File: config.mk
export PLATFORM = sky130hd
export DESIGN_NAME = multicycle_controller
export DESIGN_NICKNAME = d
export VERILOG_FILES = /design/src/rtl/multicycle_controller_pkg.sv /design/src/rtl/multicycle_controller_instr_counter.sv /design/src/rtl/multicycle_controller.sv
export SDC_FILE = /design/constraint.sdc
export NUM_CORES = 1
export LEC_CHECK = 0
export CORE_ASPECT_RATIO = 0.9
export CORE_MARGIN = 3
export CORE_UTILIZATION = 25
export DETAILED_ROUTE_END_ITERATION = 8
export PLACE_DENSITY = 0.47
export SYNTH_ARGS = -nofsm -noshare
export SYNTH_HDL_FRONTEND = slang
export SYNTH_SLANG_ARGS = --single-unit
File: constraint.sdc
create_clock -name clk -period 3.3 [get_ports clk]
set_input_delay 0.66 -clock clk [delete_from_list [all_inputs] [get_ports clk]]
set_output_delay 0.66 -clock clk [all_outputs]
set_load 0.005 [all_outputs]
File: src/rtl/multicycle_controller_pkg.sv
// Shared encodings for the multicycle RV32I control path: FSM states, opcodes and datapath select codes.
// The ALU decoder imports the alu_op encodings from here as well.
package multicycle_controller_pkg;

  typedef enum logic [3:0] {
    FETCH    = 4'd0,
    DECODE   = 4'd1,
    MEMADR   = 4'd2,
    MEMREAD  = 4'd3,
    MEMWB    = 4'd4,
    MEMWRITE = 4'd5,
    EXECUTER = 4'd6,
    EXECUTEI = 4'd7,
    ALUWB    = 4'd8,
    BEQ      = 4'd9,
    JAL      = 4'd10,
    ILLEGAL  = 4'd11
  } state_t;

  localparam logic [6:0] OP_LOAD   = 7'b0000011;
  localparam logic [6:0] OP_STORE  = 7'b0100011;
  localparam logic [6:0] OP_RTYPE  = 7'b0110011;
  localparam logic [6:0] OP_ITYPE  = 7'b0010011;
  localparam logic [6:0] OP_BRANCH = 7'b1100011;
  localparam logic [6:0] OP_JAL    = 7'b1101111;

  localparam logic [1:0] ALU_ADD   = 2'b00;
  localparam logic [1:0] ALU_SUB   = 2'b01;
  localparam logic [1:0] ALU_FUNCT = 2'b10;

  localparam logic [1:0] RES_ALUOUT  = 2'b00;
  localparam logic [1:0] RES_MEMDATA = 2'b01;
  localparam logic [1:0] RES_ALU     = 2'b10;

  localparam logic [1:0] SRCA_PC    = 2'b00;
  localparam logic [1:0] SRCA_OLDPC = 2'b01;
  localparam logic [1:0] SRCA_RS1   = 2'b10;

  localparam logic [1:0] SRCB_RS2  = 2'b00;
  localparam logic [1:0] SRCB_IMM  = 2'b01;
  localparam logic [1:0] SRCB_FOUR = 2'b10;

  // State that follows DECODE for a given opcode.
  function automatic state_t decode_next(input logic [6:0] opcode);
    case (opcode)
      OP_LOAD, OP_STORE: decode_next = MEMADR;
      OP_RTYPE:          decode_next = EXECUTER;
      OP_ITYPE:          decode_next = EXECUTEI;
      OP_BRANCH:         decode_next = BEQ;
      OP_JAL:            decode_next = JAL;
      default:           decode_next = ILLEGAL;
    endcase
  endfunction

endpackage

File: src/rtl/multicycle_controller_instr_counter.sv
// Retired-instruction counter: adds one per retire pulse, wraps modulo 2^INSTRET_W.
module multicycle_controller_instr_counter #(
  parameter int INSTRET_W = 32
) (
  input  logic                 clk,
  input  logic                 reset,
  input  logic                 retire,
  output logic [INSTRET_W-1:0] count
);

  always_ff @(posedge clk) begin
    if (reset)
      count <= '0;
    else if (retire)
      count <= count + 1'b1;
  end

endmodule

File: src/rtl/multicycle_controller.sv
// Main control FSM of the multicycle RV32I core (fetch/decode/execute/memory/writeback).
// Define ILLEGAL_TRAP_EN to make an illegal opcode a terminal trap; otherwise it retires as a NOP.
module multicycle_controller
  import multicycle_controller_pkg::*;
#(
  parameter int INSTRET_W = 32
) (
  input  logic                 clk,
  input  logic                 reset,
  input  logic [6:0]           opcode,
  input  logic                 zero,
  input  logic                 mem_ready,
  output logic                 pc_update,
  output logic                 adr_src,
  output logic                 mem_write,
  output logic                 ir_write,
  output logic [1:0]           result_src,
  output logic [1:0]           alu_src_a,
  output logic [1:0]           alu_src_b,
  output logic [1:0]           alu_op,
  output logic                 reg_write,
  output logic [INSTRET_W-1:0] instret,
  output logic                 illegal_instr,
  output logic [3:0]           dbg_state
);

  // mem_ready handshake: the memory access presented in FETCH, MEMREAD or MEMWRITE
  // completes in the cycle mem_ready is 1; the FSM holds its state until then.
  state_t state;
  logic   pc_write;
  logic   branch;
  logic   ir_w;
  logic   mem_w;
  logic   reg_w;
  logic   retire;

  assign dbg_state = state;

  always_ff @(posedge clk) begin
    if (reset) begin
      state         <= FETCH;
      illegal_instr <= 1'b0;
    end else begin
      case (state)
        FETCH:    if (mem_ready) state <= DECODE;
        DECODE: begin
          state <= decode_next(opcode);
`ifdef ILLEGAL_TRAP_EN
          if (decode_next(opcode) == ILLEGAL) illegal_instr <= 1'b1;
`endif
        end
        MEMADR:   state <= opcode[5] ? MEMWRITE : MEMREAD;
        MEMREAD:  if (mem_ready) state <= MEMWB;
        MEMWB:    state <= FETCH;
        MEMWRITE: if (mem_ready) state <= FETCH;
        EXECUTER: state <= ALUWB;
        EXECUTEI: state <= ALUWB;
        ALUWB:    state <= FETCH;
        BEQ:      state <= FETCH;
        JAL:      state <= ALUWB;
`ifdef ILLEGAL_TRAP_EN
        ILLEGAL:  state <= ILLEGAL;
`else
        ILLEGAL:  state <= FETCH;
`endif
        default:  state <= FETCH;
      endcase
    end
  end

  always_comb begin
    pc_write   = 1'b0;
    branch     = 1'b0;
    ir_w       = 1'b0;
    mem_w      = 1'b0;
    reg_w      = 1'b0;
    adr_src    = 1'b0;
    result_src = RES_ALUOUT;
    alu_src_a  = SRCA_PC;
    alu_src_b  = SRCB_RS2;
    alu_op     = ALU_ADD;
    case (state)
      FETCH: begin
        alu_src_b  = SRCB_FOUR;
        result_src = RES_ALU;
        ir_w       = mem_ready;
        pc_write   = mem_ready;
      end
      DECODE: begin
        alu_src_a = SRCA_OLDPC;
        alu_src_b = SRCB_IMM;
      end
      MEMADR: begin
        alu_src_a = SRCA_RS1;
        alu_src_b = SRCB_IMM;
      end
      MEMREAD:  adr_src = 1'b1;
      MEMWB: begin
        result_src = RES_MEMDATA;
        reg_w      = 1'b1;
      end
      MEMWRITE: begin
        adr_src = 1'b1;
        mem_w   = 1'b1;
      end
      EXECUTER: begin
        alu_src_a = SRCA_RS1;
        alu_op    = ALU_FUNCT;
      end
      EXECUTEI: begin
        alu_src_a = SRCA_RS1;
        alu_src_b = SRCB_IMM;
        alu_op    = ALU_FUNCT;
      end
      ALUWB:    reg_w = 1'b1;
      BEQ: begin
        alu_src_a = SRCA_RS1;
        alu_op    = ALU_SUB;
        branch    = 1'b1;
      end
      JAL: begin
        alu_src_a = SRCA_OLDPC;
        alu_src_b = SRCB_FOUR;
        pc_write  = 1'b1;
      end
      default: ;
    endcase
  end

  // Reset is synchronous, so the state may still be mid-instruction during a reset cycle.
  assign pc_update = ~reset & (pc_write | (branch & zero));
  assign ir_write  = ~reset & ir_w;
  assign mem_write = ~reset & mem_w;
  assign reg_write = ~reset & reg_w;

  always_comb begin
    retire = 1'b0;
    case (state)
      MEMWB, ALUWB, BEQ: retire = 1'b1;
      MEMWRITE:          retire = mem_ready;
`ifndef ILLEGAL_TRAP_EN
      ILLEGAL:           retire = 1'b1;
`endif
      default:           retire = 1'b0;
    endcase
    retire = retire & ~reset;
  end

  multicycle_controller_instr_counter #(
    .INSTRET_W (INSTRET_W)
  ) u_instr_counter (
    .clk    (clk),
    .reset  (reset),
    .retire (retire),
    .count  (instret)
  );

endmodule

==> results.cfg <==
[power_and_ir_drop]
power.density_nw_per_um2 = 496
vdd_drop_max_mv = 0.160
pwr-share-seq = 0.359
pwr-share-comb = 0.425
power_leakage_nw = 0.984
clkPwrFrac = 0.215
netSwitchingPower_w = 0.000560
intPower_w = 0.000966
swShare = 0.367
power.total_w = 0.00153

[die]
initial_core_util = 0.264
die_w_um = 108
die_y_um = 97.4
placement_rows = 32
dieArea_um2 = 10500
core_um2 = 8810
io_pins = 61

[timing]
setup_tns_ns = 0
slew_headroom = 0.601
finalCritPeriodShare = 0.846
fin_skew_ns = 0.00401
period_minus_slack_ns = 2.79
finalMaxSlewViolations = 0
hold_viol = 0
rsz0062_at_grt = no
setup_viol = 0
worst_pin_slew_ns = 0.598
clock.fmax_ghz = 0.358
whs_ns = 0.507

[clock_tree]
clk_pin_slew_worst_paths_ns = 0.07
numCtsBuffers = 5
cts-root-buf = clkbuf_8
cts_resized = 0
insertion_delay_ns = 0.29
h-tree-depth = 2
cts_tree = yes
clkSinkCount = 36
post-cts-setup-buffer-count = 0
holdBufCountCts = 0
cts_max_path_buffers = 2

[finish]
final_cell_mix = 58 x clkdlybuf4s50_1, 36 x dfxtp_1, 24 x nor2_1
drive_gt1_frac = 0.0952
nets = 347
instances_no_fill = 455
layout_commonest_cell = clkdlybuf4s50_1
utilization = 0.350
antenna_cells = 0
fillCellCount = 940
area_delta_synth_final_pct = 32.6

[placed_design]
gp_congestion = 0.773
dp_cells = 447
io_buffers = 59
dp_hpwl_mm = 5.00

[routing]
drtIter0Drc = 95
drt_wl_total_mm = 6.98
drc = 0
drt_pass1_iterations = 4
viasPerCell = 5.18
wire_per_inst_um = 15.3
via_count = 2359
drtAntennaViolNets = 0

[logic_synthesis]
syn_inst = 286
yosysSeqAreaShare = 0.310
avgSynthCellArea_um2 = 8.12
synth-main-ff-cell = dfxtp_1
syn-num-nets = 298
ys_ff_latch = 36
ys_types = 52
syn-cell-area_um2 = 2320
synth_edf_count = 0
async_reset_ff_frac = 0
ys.warnings.count = 0

[critical_path]
crit_fanout = 17
crit_path_end_kind = output port
startpoint_type = flop
crit_type = flop to output port
cp_data_arrival_time_ns = 2.13
required_ns = 2.64

[grt]
antenna_found_initial = 0
grt_pass1_wl_mm = 11.5
track_usage = 0.132
grt_pass1_vias = 2296
grt_start_max_net_pins = 42
grt.overflow.total = 0

[flow_run]
drv_cap = 0

[min_path]
hold_path_class = flop to flop

[outcome]
outcome = finished clean
[kinds of logic after synthesis]
group	after synthesis	share of synthesized area
simple gates	139	0.353
xor+xnor	4	0.0151
mux	15	0.0717
flops	36	0.310
fa+ha+maj	1	0.00539
buf+inv	29	0.0620
other cells	1	0.00161
compound gates	61	0.181
[registers in the layout (all words and copies together), names as in the netlist]
name                   cells
u_instr_counter.count     32
dbg_state                  4
[final timing paths]
check                                                             from                                endpoint  slack (ns)  cells after the start
worst min-delay path            u_instr_counter.count[29]$_SDFFE_PP0P_  u_instr_counter.count[29]$_SDFFE_PP0P_        0.51                      2
worst min register to register  u_instr_counter.count[29]$_SDFFE_PP0P_  u_instr_counter.count[29]$_SDFFE_PP0P_        0.51                      2
worst max-delay path                         dbg_state[1]$_SDFFE_PP0P_                            alu_src_a[1]        0.51                      4
worst max register to register               dbg_state[1]$_SDFFE_PP0P_  u_instr_counter.count[26]$_SDFFE_PP0P_        0.96                      4
[synth_stat cells, types with 2 or more instances]
master	number	area share
o21ai_0	5	0.011
o31ai_1	15	0.048
nor2_1	24	0.039
nor3_1	10	0.022
or3_1	3	0.0081
a21oi_1	23	0.050
or4_1	19	0.061
nand2_1	15	0.024
nor3b_1	2	0.0065
buf_6	2	0.0097
mux2_2	13	0.063
nand3_1	12	0.026
a2111oi_2	2	0.013
nor4_1	6	0.016
dfxtp_1	36	0.31
a21o_1	2	0.0065
buf_2	3	0.0065
a21boi_0	2	0.0065
and3_1	5	0.013
nand4_1	8	0.022
o41ai_1	2	0.0075
clkbuf_1	13	0.021
nor2b_1	17	0.046
nand2b_1	4	0.011
xor2_1	2	0.0075
xnor2_1	2	0.0075
mux2i_1	2	0.0086
and4b_1	2	0.0086
and4_1	2	0.0075
inv_1	7	0.011
a2111oi_0	5	0.019
[critical path: stages, from the launching register on]
cell and delay, ns:
dfxtp_1 0.70, nand2b_1 0.32, nor2_1 0.08, or2_2 0.30
clkdlybuf4s50_1 0.44
[per-stage QoR]
step	setup slack, ns	area [um^2]
floorplan	1.10	2320
finish	0.509	3080
detailed placement	0.391	2990
CTS	0.520	3080
global placement	0.449	2990
global route	0.372	3080
[metal layers]
metal	wire length, um	global-route usage
met2	3020	0.192
met5	0	0
met4	65	0.0359
met1	3560	0.194
met3	326	0.0312
[final cells by class]
class	count	area, um^2	share of cell area
Timing Repair Buffer	64	636	0.206
Multi-Input combinational cell	221	1460	0.473
Inverter	7	26.3	0.00853
Sequential cell	36	721	0.234
Clock buffer	8	90.1	0.0293
Tap cell	119	149	0.0484
[power by group through the flow]
| stage | logic [W] | clock network, W | registers (W) |
|---|---|---|---|
| 3_5_place_dp | 0.000653 | 0 | 0.000558 |
| 6_report | 0.000649 | 0.000329 | 0.000548 |
| 2_1_floorplan | 0.000402 | 0 | 0.000502 |
| 3_3_place_gp | 0.000655 | 0 | 0.000556 |
| 5_1_grt | 0.000716 | 0.000365 | 0.000560 |
| 4_1_cts | 0.000654 | 0.000343 | 0.000547 |
No activity file was read; power rests on OpenSTA's default activity.
